`config.mk`:
```
export PLATFORM = sky130hd
export DESIGN_NAME = bp_cfg_seq
export DESIGN_NICKNAME = d
export VERILOG_FILES = /design/src/rtl/bp_common_cfg_bus_pkg.sv /design/src/rtl/bp_cfg_seq_counter.sv /design/src/rtl/bp_cfg_seq.sv
export SDC_FILE = /design/constraint.sdc
export NUM_CORES = 1
export LEC_CHECK = 0
export BUFFER_PORTS_ARGS = -buffer_cell sky130_fd_sc_hd__buf_4
export CAP_MARGIN = 5
export CORE_ASPECT_RATIO = 1.25
export CORE_MARGIN = 10
export CORE_UTILIZATION = 35
export CTS_BUF_LIST = sky130_fd_sc_hd__clkbuf_2
export CTS_CLUSTER_SIZE = 24
export DETAILED_ROUTE_END_ITERATION = 16
export GPL_ROUTABILITY_DRIVEN = 0
export PLACE_DENSITY = 0.67
export SETUP_SLACK_MARGIN = 0.1
export SLEW_MARGIN = 10
export SYNTH_ARGS = -nofsm -noshare
export SYNTH_HDL_FRONTEND = slang
export SYNTH_HIERARCHICAL = 1
export SYNTH_SLANG_ARGS = --single-unit
```
`constraint.sdc`:
```
create_clock -name clk_i -period 1.82 [get_ports clk_i]
set_clock_uncertainty 0.1 [all_clocks]
set_input_delay 0.182 -clock clk_i [delete_from_list [all_inputs] [get_ports clk_i]]
set_output_delay 0.182 -clock clk_i [all_outputs]
set_load 0.005 [all_outputs]
```
`src/rtl/bp_common_cfg_bus_pkg.sv`:
```
// Shared config-bus definitions: processor dimensions, register map, write record.
package bp_common_cfg_bus_pkg;

  localparam int cc_x_dim_gp = 2;
  localparam int cc_y_dim_gp = 2;
  localparam int num_core_gp = cc_x_dim_gp * cc_y_dim_gp;

  localparam int cfg_core_width_gp = 16;
  localparam int cfg_addr_width_gp = 16;
  localparam int cfg_data_width_gp = 64;

  localparam int cfg_regs_per_core_gp = 5;

  localparam logic [cfg_addr_width_gp-1:0] cfg_reg_freeze_gp      = 16'h0001;
  localparam logic [cfg_addr_width_gp-1:0] cfg_reg_core_id_gp     = 16'h0002;
  localparam logic [cfg_addr_width_gp-1:0] cfg_reg_icache_mode_gp = 16'h0003;
  localparam logic [cfg_addr_width_gp-1:0] cfg_reg_dcache_mode_gp = 16'h0004;
  localparam logic [cfg_addr_width_gp-1:0] cfg_reg_cce_mode_gp    = 16'h0005;

  typedef struct packed {
    logic [cfg_core_width_gp-1:0] core;
    logic [cfg_addr_width_gp-1:0] addr;
    logic [cfg_data_width_gp-1:0] data;
  } bp_cfg_write_s;

  // Per-core register write order: freeze, core id, I$ mode, D$ mode, CCE mode.
  function automatic logic [cfg_addr_width_gp-1:0] cfg_reg_addr(input logic [2:0] idx);
    case (idx)
      3'd0:    return cfg_reg_freeze_gp;
      3'd1:    return cfg_reg_core_id_gp;
      3'd2:    return cfg_reg_icache_mode_gp;
      3'd3:    return cfg_reg_dcache_mode_gp;
      3'd4:    return cfg_reg_cce_mode_gp;
      default: return cfg_reg_freeze_gp;
    endcase
  endfunction

endpackage

```
`src/rtl/bp_cfg_seq_counter.sv`:
```
// Up/down counter of unacknowledged config writes; flags an ack with nothing outstanding.
module bsg_counter_up_down #(
  parameter  int max_val_p = 4,
  localparam int width_lp  = $clog2(max_val_p + 1)
) (
  input  logic                clk,
  input  logic                rst,
  input  logic                up,
  input  logic                down,
  output logic [width_lp-1:0] count,
  output logic [width_lp-1:0] count_next,
  output logic                underflow
);

  localparam logic [width_lp-1:0] max_lp = width_lp'(max_val_p);

  // Next count: simultaneous up/down cancels; saturate at both ends.
  always_comb begin
    count_next = count;
    underflow  = 1'b0;
    if (up && !down) begin
      if (count != max_lp) count_next = count + width_lp'(1);
    end else if (down && !up) begin
      if (count == '0) underflow  = 1'b1;
      else             count_next = count - width_lp'(1);
    end
  end

  // Count register.
  always_ff @(posedge clk or posedge rst) begin
    if (rst) count <= '0;
    else     count <= count_next;
  end

endmodule

```
`src/rtl/bp_cfg_seq.sv`:
```
// Post-reset configuration sequencer: programs every core over the config bus,
// waits for all acks, then unfreezes the cores.
module bp_cfg_seq
  import bp_common_cfg_bus_pkg::*;
#(
  parameter int num_core_p        = num_core_gp,
  parameter int cfg_addr_width_p  = 16,
  parameter int cfg_data_width_p  = 64,
  parameter int max_outstanding_p = 4,
  localparam int core_w_lp = (num_core_p > 1) ? $clog2(num_core_p) : 1
) (
  input  logic                        clk_i,
  input  logic                        reset_i,
  input  logic                        start_i,
  input  logic                        icache_mode_i,
  input  logic                        dcache_mode_i,
  input  logic                        cce_mode_i,
  output logic                        cfg_v_o,
  output logic [core_w_lp-1:0]        cfg_core_o,
  output logic [cfg_addr_width_p-1:0] cfg_addr_o,
  output logic [cfg_data_width_p-1:0] cfg_data_o,
  input  logic                        cfg_ready_i,
  input  logic                        cfg_ack_i,
  output logic                        busy_o,
  output logic                        done_o,
  output logic                        error_o
);

  localparam int cnt_w_lp = $clog2(max_outstanding_p + 1);
  localparam logic [core_w_lp-1:0] last_core_lp = core_w_lp'(num_core_p - 1);
  localparam logic [cnt_w_lp-1:0]  max_cnt_lp   = cnt_w_lp'(max_outstanding_p);
  localparam logic [2:0]           last_reg_lp  = 3'(cfg_regs_per_core_gp - 1);

  typedef enum logic [2:0] {
    IDLE,
    SETUP,
    DRAIN,
    UNFREEZE,
    FINAL,
    DONE
  } state_e;

  state_e               state, state_n;
  logic [core_w_lp-1:0] core_idx, core_n;
  logic [2:0]           reg_idx, reg_n;
  logic                 valid, valid_n;
  logic                 capture;
  logic                 icache_mode, dcache_mode, cce_mode;
  logic                 error;
  logic                 xfer;
  logic                 room;
  logic [cnt_w_lp-1:0]  count, count_next;
  logic                 underflow;

  assign xfer = valid & cfg_ready_i;
  // Valid for next cycle is decided from the post-update count so the
  // credit limit is never exceeded; valid itself stays registered.
  assign room = (count_next < max_cnt_lp);

  bsg_counter_up_down #(
    .max_val_p(max_outstanding_p)
  ) outstanding (
    .clk       (clk_i),
    .rst       (reset_i),
    .up        (xfer),
    .down      (cfg_ack_i),
    .count     (count),
    .count_next(count_next),
    .underflow (underflow)
  );

  // Next-state and index sequencing; a raised valid is held until it transfers.
  always_comb begin
    state_n = state;
    core_n  = core_idx;
    reg_n   = reg_idx;
    valid_n = valid;
    capture = 1'b0;
    unique case (state)
      IDLE, DONE: begin
        if (start_i) begin
          state_n = SETUP;
          core_n  = '0;
          reg_n   = '0;
          valid_n = room;
          capture = 1'b1;
        end
      end
      SETUP: begin
        if (!valid) begin
          valid_n = room;
        end else if (xfer) begin
          valid_n = room;
          if (reg_idx == last_reg_lp) begin
            reg_n = '0;
            if (core_idx == last_core_lp) begin
              state_n = DRAIN;
              valid_n = 1'b0;
            end else begin
              core_n = core_idx + core_w_lp'(1);
            end
          end else begin
            reg_n = reg_idx + 3'd1;
          end
        end
      end
      DRAIN: begin
        if (count == '0) begin
          state_n = UNFREEZE;
          core_n  = '0;
          reg_n   = '0;
          valid_n = room;
        end
      end
      UNFREEZE: begin
        if (!valid) begin
          valid_n = room;
        end else if (xfer) begin
          valid_n = room;
          if (core_idx == last_core_lp) begin
            state_n = FINAL;
            valid_n = 1'b0;
          end else begin
            core_n = core_idx + core_w_lp'(1);
          end
        end
      end
      FINAL: begin
        if (count == '0) state_n = DONE;
      end
      default: state_n = IDLE;
    endcase
  end

  // State register.
  always_ff @(posedge clk_i or posedge reset_i) begin
    if (reset_i) state <= IDLE;
    else         state <= state_n;
  end

  // Indices, valid, captured modes and sticky error.
  always_ff @(posedge clk_i or posedge reset_i) begin
    if (reset_i) begin
      core_idx    <= '0;
      reg_idx     <= '0;
      valid       <= 1'b0;
      icache_mode <= 1'b0;
      dcache_mode <= 1'b0;
      cce_mode    <= 1'b0;
      error       <= 1'b0;
    end else begin
      core_idx <= core_n;
      reg_idx  <= reg_n;
      valid    <= valid_n;
      error    <= error | underflow;
      if (capture) begin
        icache_mode <= icache_mode_i;
        dcache_mode <= dcache_mode_i;
        cce_mode    <= cce_mode_i;
      end
    end
  end

  // Payload decode from registered indices; zero whenever no write is offered.
  always_comb begin
    cfg_core_o = '0;
    cfg_addr_o = '0;
    cfg_data_o = '0;
    if (valid) begin
      cfg_core_o = core_idx;
      if (state == UNFREEZE) begin
        cfg_addr_o = cfg_addr_width_p'(cfg_reg_freeze_gp);
      end else begin
        cfg_addr_o = cfg_addr_width_p'(cfg_reg_addr(reg_idx));
        case (reg_idx)
          3'd0:    cfg_data_o = cfg_data_width_p'(1);
          3'd1:    cfg_data_o = cfg_data_width_p'(core_idx);
          3'd2:    cfg_data_o = cfg_data_width_p'(icache_mode);
          3'd3:    cfg_data_o = cfg_data_width_p'(dcache_mode);
          3'd4:    cfg_data_o = cfg_data_width_p'(cce_mode);
          default: cfg_data_o = '0;
        endcase
      end
    end
  end

  assign cfg_v_o = valid;
  assign busy_o  = (state != IDLE) && (state != DONE);
  assign done_o  = (state == DONE);
  assign error_o = error;

endmodule

```
==> results of run 1 <==
==> cells in the final DEF, fill, tap and decap left out, drive strengths merged, types with 2 or more instances in the layout <==
cell and n:
or3 5, dlygate4sd3 3, nor2 7, nand2 12, and3b 4, and2b 2
ha 9, o31ai 2, mux2i 2, conb 75, buf 41, nor2b 3
nand3 2, a21oi 10, o2bb2ai 2, nand3b 2, a22oi 2, inv 9
nor3b 2, mux2 5, a211o 2, and2 4, dfrtp 16, o21ai 3
a21boi 3, nand2b 3, nor3 6, clkbuf 3
==> cells by family (layout without fill, tap and decap cells) <==
kind of cell | after synthesis | after routing | synth area share [%]
buffers and inverters | 88 | 56 | 34.0
AND/OR/NAND/NOR | 56 | 56 | 19.3
AO/OA/AOI/OAI | 32 | 32 | 13.1
flip-flops | 16 | 16 | 22.0
adder cells (fa/ha/maj) | 9 | 9 | 6.19
multiplexers | 7 | 7 | 4.61
other | 1 | 75 | 0.206
XOR/XNOR | 1 | 1 | 0.482
==> repair_timing <==
item                                    in CTS  in global routing
hold buffers                                 3                  0
buffers inserted                             4                  9
hold endpoints to repair                    18                  0
resized for setup                           27                 40
pin swaps                                    6                 15
gates cloned                                 0                  0
endpoints found under the setup margin       8                 14
==> power by group through the flow <==
| stage | Sequential (W) | Clock, W | Combinational [W] |
|---|---|---|---|
| floorplan | 0.000682 | 0 | 0.00147 |
| global placement | 0.000695 | 0 | 0.00195 |
| detailed placement | 0.000705 | 0 | 0.00199 |
| CTS | 0.000746 | 0.000160 | 0.00221 |
| global route | 0.000822 | 0.000171 | 0.00309 |
| finish | 0.000789 | 0.000151 | 0.00283 |
==> worst register-to-register path, stage by stage, from the launching register on <==
cell	delay [ns]
dfrtp_2	0.49
buf_6	0.14
ha_4	0.15
and4bb_2	0.22
a211o_4	0.32
o41ai_2	0.33
==> state kept, by name (all words and copies together) (netlist names) <==
signal / flops
core_idx: 2
dcache_mode: 1
reg_idx: 3
error_o: 1
cce_mode: 1
state: 3
outstanding/count: 3
cfg_v_o: 1
icache_mode: 1
==> metal layers <==
metal	vias to the layer above	global-route usage [%]	part of all wire [%]
met5	-	0	0
met4	0	2.79	1.2
met3	6	3.80	9.5
met2	63	16.1	52
met1	639	8.88	37
li1	653	-	-
==> path summary, 6_finish.rpt <==
| kind | startpoint | end | slack, ns | cells past startpoint |
|---|---|---|---|---|
| setup reg to reg | outstanding/count[1] | cfg_v_o | -0.03 | 5 |
| setup / recovery | reg_idx[1] | cfg_data_o[0] | -0.20 | 7 |
| hold / removal | cce_mode_i | cce_mode | 0.04 | 2 |
| hold reg to reg | error_o | error_o | 0.40 | 1 |
| max in group asynchronous | reset_i | reg_idx[0] | 0.86 | 3 |
| min in group asynchronous | reset_i | outstanding/count[1] | 0.20 | 3 |
==> synth_stat cells (4+ instances only) <==
library cell  count
and3b_1           4
nor2_1            6
or3_1             4
ha_1              9
dfrtp_1          16
nand2_1          12
inv_1             9
nor3_1            6
buf_4            76
a21oi_1          10
==> layout make-up <==
type	count	area [um2]
Clock buffer	3	15.0
Fill cell	502	2820
Inverter	9	41.3
Multi-Input combinational cell	180	1320
Sequential cell	16	408
Tap cell	62	77.6
Timing Repair Buffer	44	364
==> metrics by stage <==
step,setup TNS (ns),utilization (%),cells,power (W),setup slack [ns]
2_1_floorplan,0,-,284,0.00215,0.112
3_3_place_gp,0,35.8,295,0.00265,0.103
3_5_place_dp,0,35.8,295,0.00270,0.0566
4_1_cts,-0.220,39.3,305,0.00311,-0.145
5_1_grt,-0.532,44.1,314,0.00409,-0.292
6_report,-0.244,44.1,314,0.00377,-0.198
==> impl_results.md, run 1 <==
* Outcome: finished with violations
* Violated checks: setup timing
* Remaining Overflow, GRT at 0
* Post-route worst setup slack at -0.198 ns
* Share of the synthesized area in the top cell type at between 30% and 40%
* Ratio of routed vias to standard cells at between 4 and 5
* Number of maximum-capacitance violations at 0
* Count of flip-flops with a built-in enable after synthesis at 0
* HPWL after DPL at ~3300 um
* Number of DRC violations after detailed routing at 0
* Library cell used as clock root buffer: clkbuf_2
* Clock network latency to the later pin of the worst-skew pair at a little under 0.3 ns
* Count of pins on the block boundary at between 90 and 100
* Ys async rst share at 100%
* Core Box Area at 5040 um2
* Critical-path cell list: inv_4, ha_4, a221oi_2, a21oi_1, a21oi_1, nor3_2, buf_4
* Buf/Inv on CP at 2
* Biggest area contributors in the synthesized netlist: buf_4, dfrtp_1, ha_1, a21oi_1, nand2_1
* Most used DFF post-synth: dfrtp_1
* Total Nets Final at 271
* Cell class contributing the biggest share of worst-path delay: compound AO/OA/AOI/OAI gates
* GR Util All Layers at 8.85%
* Biggest fanout along the worst timing path at 5
* Kind of start point of the critical path: flip-flop
* Fmax at between 400 and 500 MHz
* X dimension of the die at about 84 um
* Effective utilization at floorplan at 36.1%
* Clock net sink count at 16
* Worst vdd rail ir drop at approximately 0.00049 V
* Ant diodes at 0
* Cell repeated most along the worst path: a21oi_1
* Critical Setup Path Class: flip-flop to output pin
* Global-route wire length before repair at ~6500 um
* Fin crit share at 111%
* Arrival time at the worst endpoint at around 1.7 ns
* Final Critical Period at about 2 ns
* Setup repair after global routing missed its margin: yes
* Number of vias after detailed routing at between 1000 and 1500
* Mapped Cells at 210
* Maximum cell stage delay along the critical path at 0.48 ns
* Vias in the first global route at ~1400
* Overall die height at a little over 100 um
* Cell-internal power at 0.00215 W
* Required time of the critical path at 1.54 ns
* Relative slew margins at between 60% and 70%
* WL per Instance at 13.8 um
* First-pass detailed-route iteration total at 4
* Iteration-0 DRC count of the detailed router at between 40 and 50
* Port-buffer cells at 18
* Post-CTS clock slew at the launch and capture registers of the worst setup and hold paths at between 0.15 and 0.2 ns
* Clock power share at 4.0%
* Post-Syn Area at 1820 um2
* Std-Cell Rows at 29
* Sequential cell fraction of total power at 20.9%
* Number of H-tree levels at 1
* Cell type with the highest aggregate area in the netlist: buf_4
* Share of layout cells above drive strength 1 at 39.3%
* Detailed Route WL at ~4300 um
* Part of the total power dissipated in combinational logic at roughly three quarters
* Leakage power summed over all cells at between 1 and 1.5 nW
* Largest net degree at the start of global routing at 16
* CTS tree: yes
* Initial antenna violation count at 0
* Post-route ant nets at 0
* Endpoint class of the critical path: output pin
* Sw power at 0.00163 W
* Number of max-slew violations in the final report at 0
* Power density cells at between 1500 and 2000 nW/um2
* Final cell area excluding filler cells at roughly 2200 um2
* Syn. warnings at 6
* Worst Hold Margin at 0.0416 ns
* Post-synthesis sequential area ratio at about 22%
* Max Buffers Root-to-Sink at 2
* Final count of negative-setup-slack endpoints at 3
* Flop and latch count out of synthesis at 16
* Class of the tightest hold or removal check: input pin to flip-flop
* Slew @ Worst Pin at about 0.55 ns
* Mean cell area of the mapped netlist at a little under 9 um2
* Count of final hold-check violations at 0
* Placed inst area at 1810 um2
* Master of the slowest instance on the critical path: dfrtp_2
* Number of unique standard cell types used by synthesis at 48
* Synthesis-to-layout area growth at 22.2%
* Switching part of the total at between 40% and 50%
* Total Die Area at roughly 8500 um2
* TritonCTS buffer count at 3
Power figures use the tool's default switching activity.
==> run 2, diff against run 1 <==
--- a/config.mk
+++ b/config.mk
@@ -7,14 +7,16 @@
 export LEC_CHECK = 0
 export BUFFER_PORTS_ARGS = -buffer_cell sky130_fd_sc_hd__buf_4
 export CAP_MARGIN = 5
+export CELL_PAD_IN_SITES_DETAIL_PLACEMENT = 1
+export CELL_PAD_IN_SITES_GLOBAL_PLACEMENT = 1
 export CORE_ASPECT_RATIO = 1.25
 export CORE_MARGIN = 10
-export CORE_UTILIZATION = 35
+export CORE_UTILIZATION = 30
 export CTS_BUF_LIST = sky130_fd_sc_hd__clkbuf_2
 export CTS_CLUSTER_SIZE = 24
 export DETAILED_ROUTE_END_ITERATION = 16
 export GPL_ROUTABILITY_DRIVEN = 0
-export PLACE_DENSITY = 0.67
+export PLACE_DENSITY_LB_ADDON = 0.1
 export SETUP_SLACK_MARGIN = 0.1
 export SLEW_MARGIN = 10
 export SYNTH_ARGS = -nofsm -noshare
==> constraint.sdc (replaced) <==
create_clock -name clk_i -period 1.82 [get_ports clk_i]
set_clock_uncertainty 0.1 [all_clocks]
set_input_delay 0.182 -clock clk_i [delete_from_list [all_inputs] [get_ports clk_i]]
set_output_delay 0.182 -clock clk_i [all_outputs]
set_load 0.05 [all_outputs]
==> impl_results.md, run 2 (same netlist as run 1, synthesis figures left out) <==
* Initial antenna violation count at 0
* Overall die height at 107 um
* Sw power at 0.00250 W
* Post-CTS clock slew at the launch and capture registers of the worst setup and hold paths at roughly 0.18 ns
* Sequential cell fraction of total power at 14.4%
* Max Buffers Root-to-Sink at 2
* Detailed Route WL at 4940 um
* Leading cell type in the layout, fill and taps excluded: conb_1
* Global-route wire length before repair at 7670 um
* Number of cell instances on the worst register-to-register path at 6
* TritonCTS buffer count at 3
* Cell class contributing the biggest share of worst-path delay: flip-flops
* Std-Cell Rows at 31
* Number of vias after detailed routing at ~1400
* Total Nets Final at ~280
* Number of gates on the worst path with buffers counted at 6
* Most frequent cells in the layout: conb_1, buf_4, buf_6, dfrtp_1, nand2_1
* Relative slew margins at 61.8%
* Port-buffer cells at 18
* Number of maximum-capacitance violations at 0
* Required time of the critical path at 1.54 ns
* Endpoint class of the critical path: output pin
* Switching part of the total at slightly above 50%
* Setup repair after global routing missed its margin: yes
* Remaining Overflow, GRT at 0
* Fmax at approximately 490 MHz
* Share of layout cells above drive strength 1 at between 40 and 50%
* Slew @ Worst Pin at approximately 0.57 ns
* Buf/Inv on CP at 2
* Biggest fanout along the worst timing path at 5
* Maximum cell stage delay along the critical path at 0.44 ns
* Count of final hold-check violations at 0
* Total Die Area at 9600 um2
* Violated checks: setup timing
* Number of H-tree levels at 1
* Worst Hold Margin at between 0.09 and 0.1 ns
* Largest net degree at the start of global routing at 16
* Final count of negative-setup-slack endpoints at 9
* Clock power share at 3.8%
* Part of the total power dissipated in combinational logic at approximately four fifths
* Leakage power summed over all cells at 1.16 nW
* Critical-path cell list: inv_2, ha_4, or3_4, a21oi_4, nor3_4, buf_6
* HPWL after DPL at slightly below 4000 um
* Class of the tightest hold or removal check: input pin to flip-flop
* Critical Setup Path Class: flip-flop to output pin
* Arrival time at the worst endpoint at ~1.8 ns
* Fin crit share at 113%
* Post-route ant nets at 0
* Outcome: finished with violations
* Ratio of routed vias to standard cells at about 4.0
* Ant diodes at 0
* Power density cells at 2080 nW/um2
* Pre-CTS setup slack at -0.0164 ns
* GR Util All Layers at 9.99%
* Worst vdd rail ir drop at about 0.00064 V
* Count of pins on the block boundary at between 90 and 100
* Leading registers by flop count: outstanding/count x3, reg_idx x3, state x3
* Synthesis-to-layout area growth at 29.0%
* Master of the slowest instance on the critical path: dfrtp_1
* Library cell used as clock root buffer: clkbuf_2
* Core Box Area at ~6000 um2
* X dimension of the die at 89.7 um
* Vias in the first global route at between 1000 and 1500
* Kind of start point of the critical path: flip-flop
* CTS tree: yes
* Post-route worst setup slack at -0.233 ns
* Effective utilization at floorplan at between 30% and 40%
* Iteration-0 DRC count of the detailed router at 3
* Final Critical Period at about 2.1 ns
* WL per Instance at approximately 14 um
* Fin Setup TNS at -0.426 ns
* Fillers at 714
* Cell-internal power at 0.00238 W
* Number of max-slew violations in the final report at 0
* Clock network latency to the later pin of the worst-skew pair at 0.31 ns
* Clock net sink count at 16
* First-pass detailed-route iteration total at 4
* Number of DRC violations after detailed routing at 0
* Number of cells on the worst hold path at 4
==> run 2: worst paths after layout <==
path                       startpoint                    to  slack [ns]
hold reg to reg               error_o               error_o        0.40
setup reg to reg             state[0]            reg_idx[0]       -0.01
setup / recovery           reg_idx[1]         cfg_data_o[0]       -0.23
min in group asynchronous     reset_i  outstanding/count[2]        0.17
max in group asynchronous     reset_i            reg_idx[0]        0.86
hold / removal                start_i              state[2]         0.1
==> run 2: area by class of cell <==
class	instances	area, um2	area share (%)
multi-input combinational	180	1290	55.0
timing repair buffer	54	495	21.1
sequential	16	404	17.2
tap	82	103	4.37
inverter	9	33.8	1.44
clock buffer	3	15.0	0.640
clock inverter	1	3.75	0.160
==> run 2: power by group through the flow <==
| stage | sequential, W | combinational, W | clock, W |
|---|---|---|---|
| 2_1_floorplan | 0.000748 | 0.00230 | 0 |
| 3_3_place_gp | 0.000699 | 0.00307 | 0 |
| 3_5_place_dp | 0.000699 | 0.00308 | 0 |
| 4_1_cts | 0.000690 | 0.00366 | 0.000198 |
| 5_1_grt | 0.000735 | 0.00433 | 0.000209 |
| 6_report | 0.000702 | 0.00399 | 0.000183 |
==> run 2: per-layer routing <==
layer,track usage [%],up-vias,part of all wire [%]
met5,0,-,0
met4,2.39,0,0.85
met3,2.35,4,4.4
met2,19.4,39,59
met1,10.1,677,36
li1,-,666,-
==> run 2: through the flow <==
step	total power, W	util (%)	instances	instance area (um2)
CTS	0.00454	37.4	340	2190
floorplan	0.00305	-	284	2140
global route	0.00527	40.1	345	2350
finish	0.00488	40.1	345	2350
global placement	0.00377	32.7	322	1920
detailed placement	0.00378	32.7	322	1920
==> run 2: what timing repair did <==
| action | 4_1_cts | 5_1_grt |
|---|---|---|
| setup endpoints to repair | 11 | 16 |
| pin swaps | 15 | 7 |
| resized for setup | 39 | 25 |
| hold buffers | 4 | 0 |
| setup buffers | 10 | 5 |
| hold endpoints to repair | 19 | 0 |
==> run 2: worst register-to-register path: cells and delay by family, from the launching register on <==
kind | cells | cell delay [ns]
simple gates | 1 | 0.18
buf+inv | 2 | 0.23
compound gates | 2 | 0.46
mux | 1 | 0.31
flops | 1 | 0.46
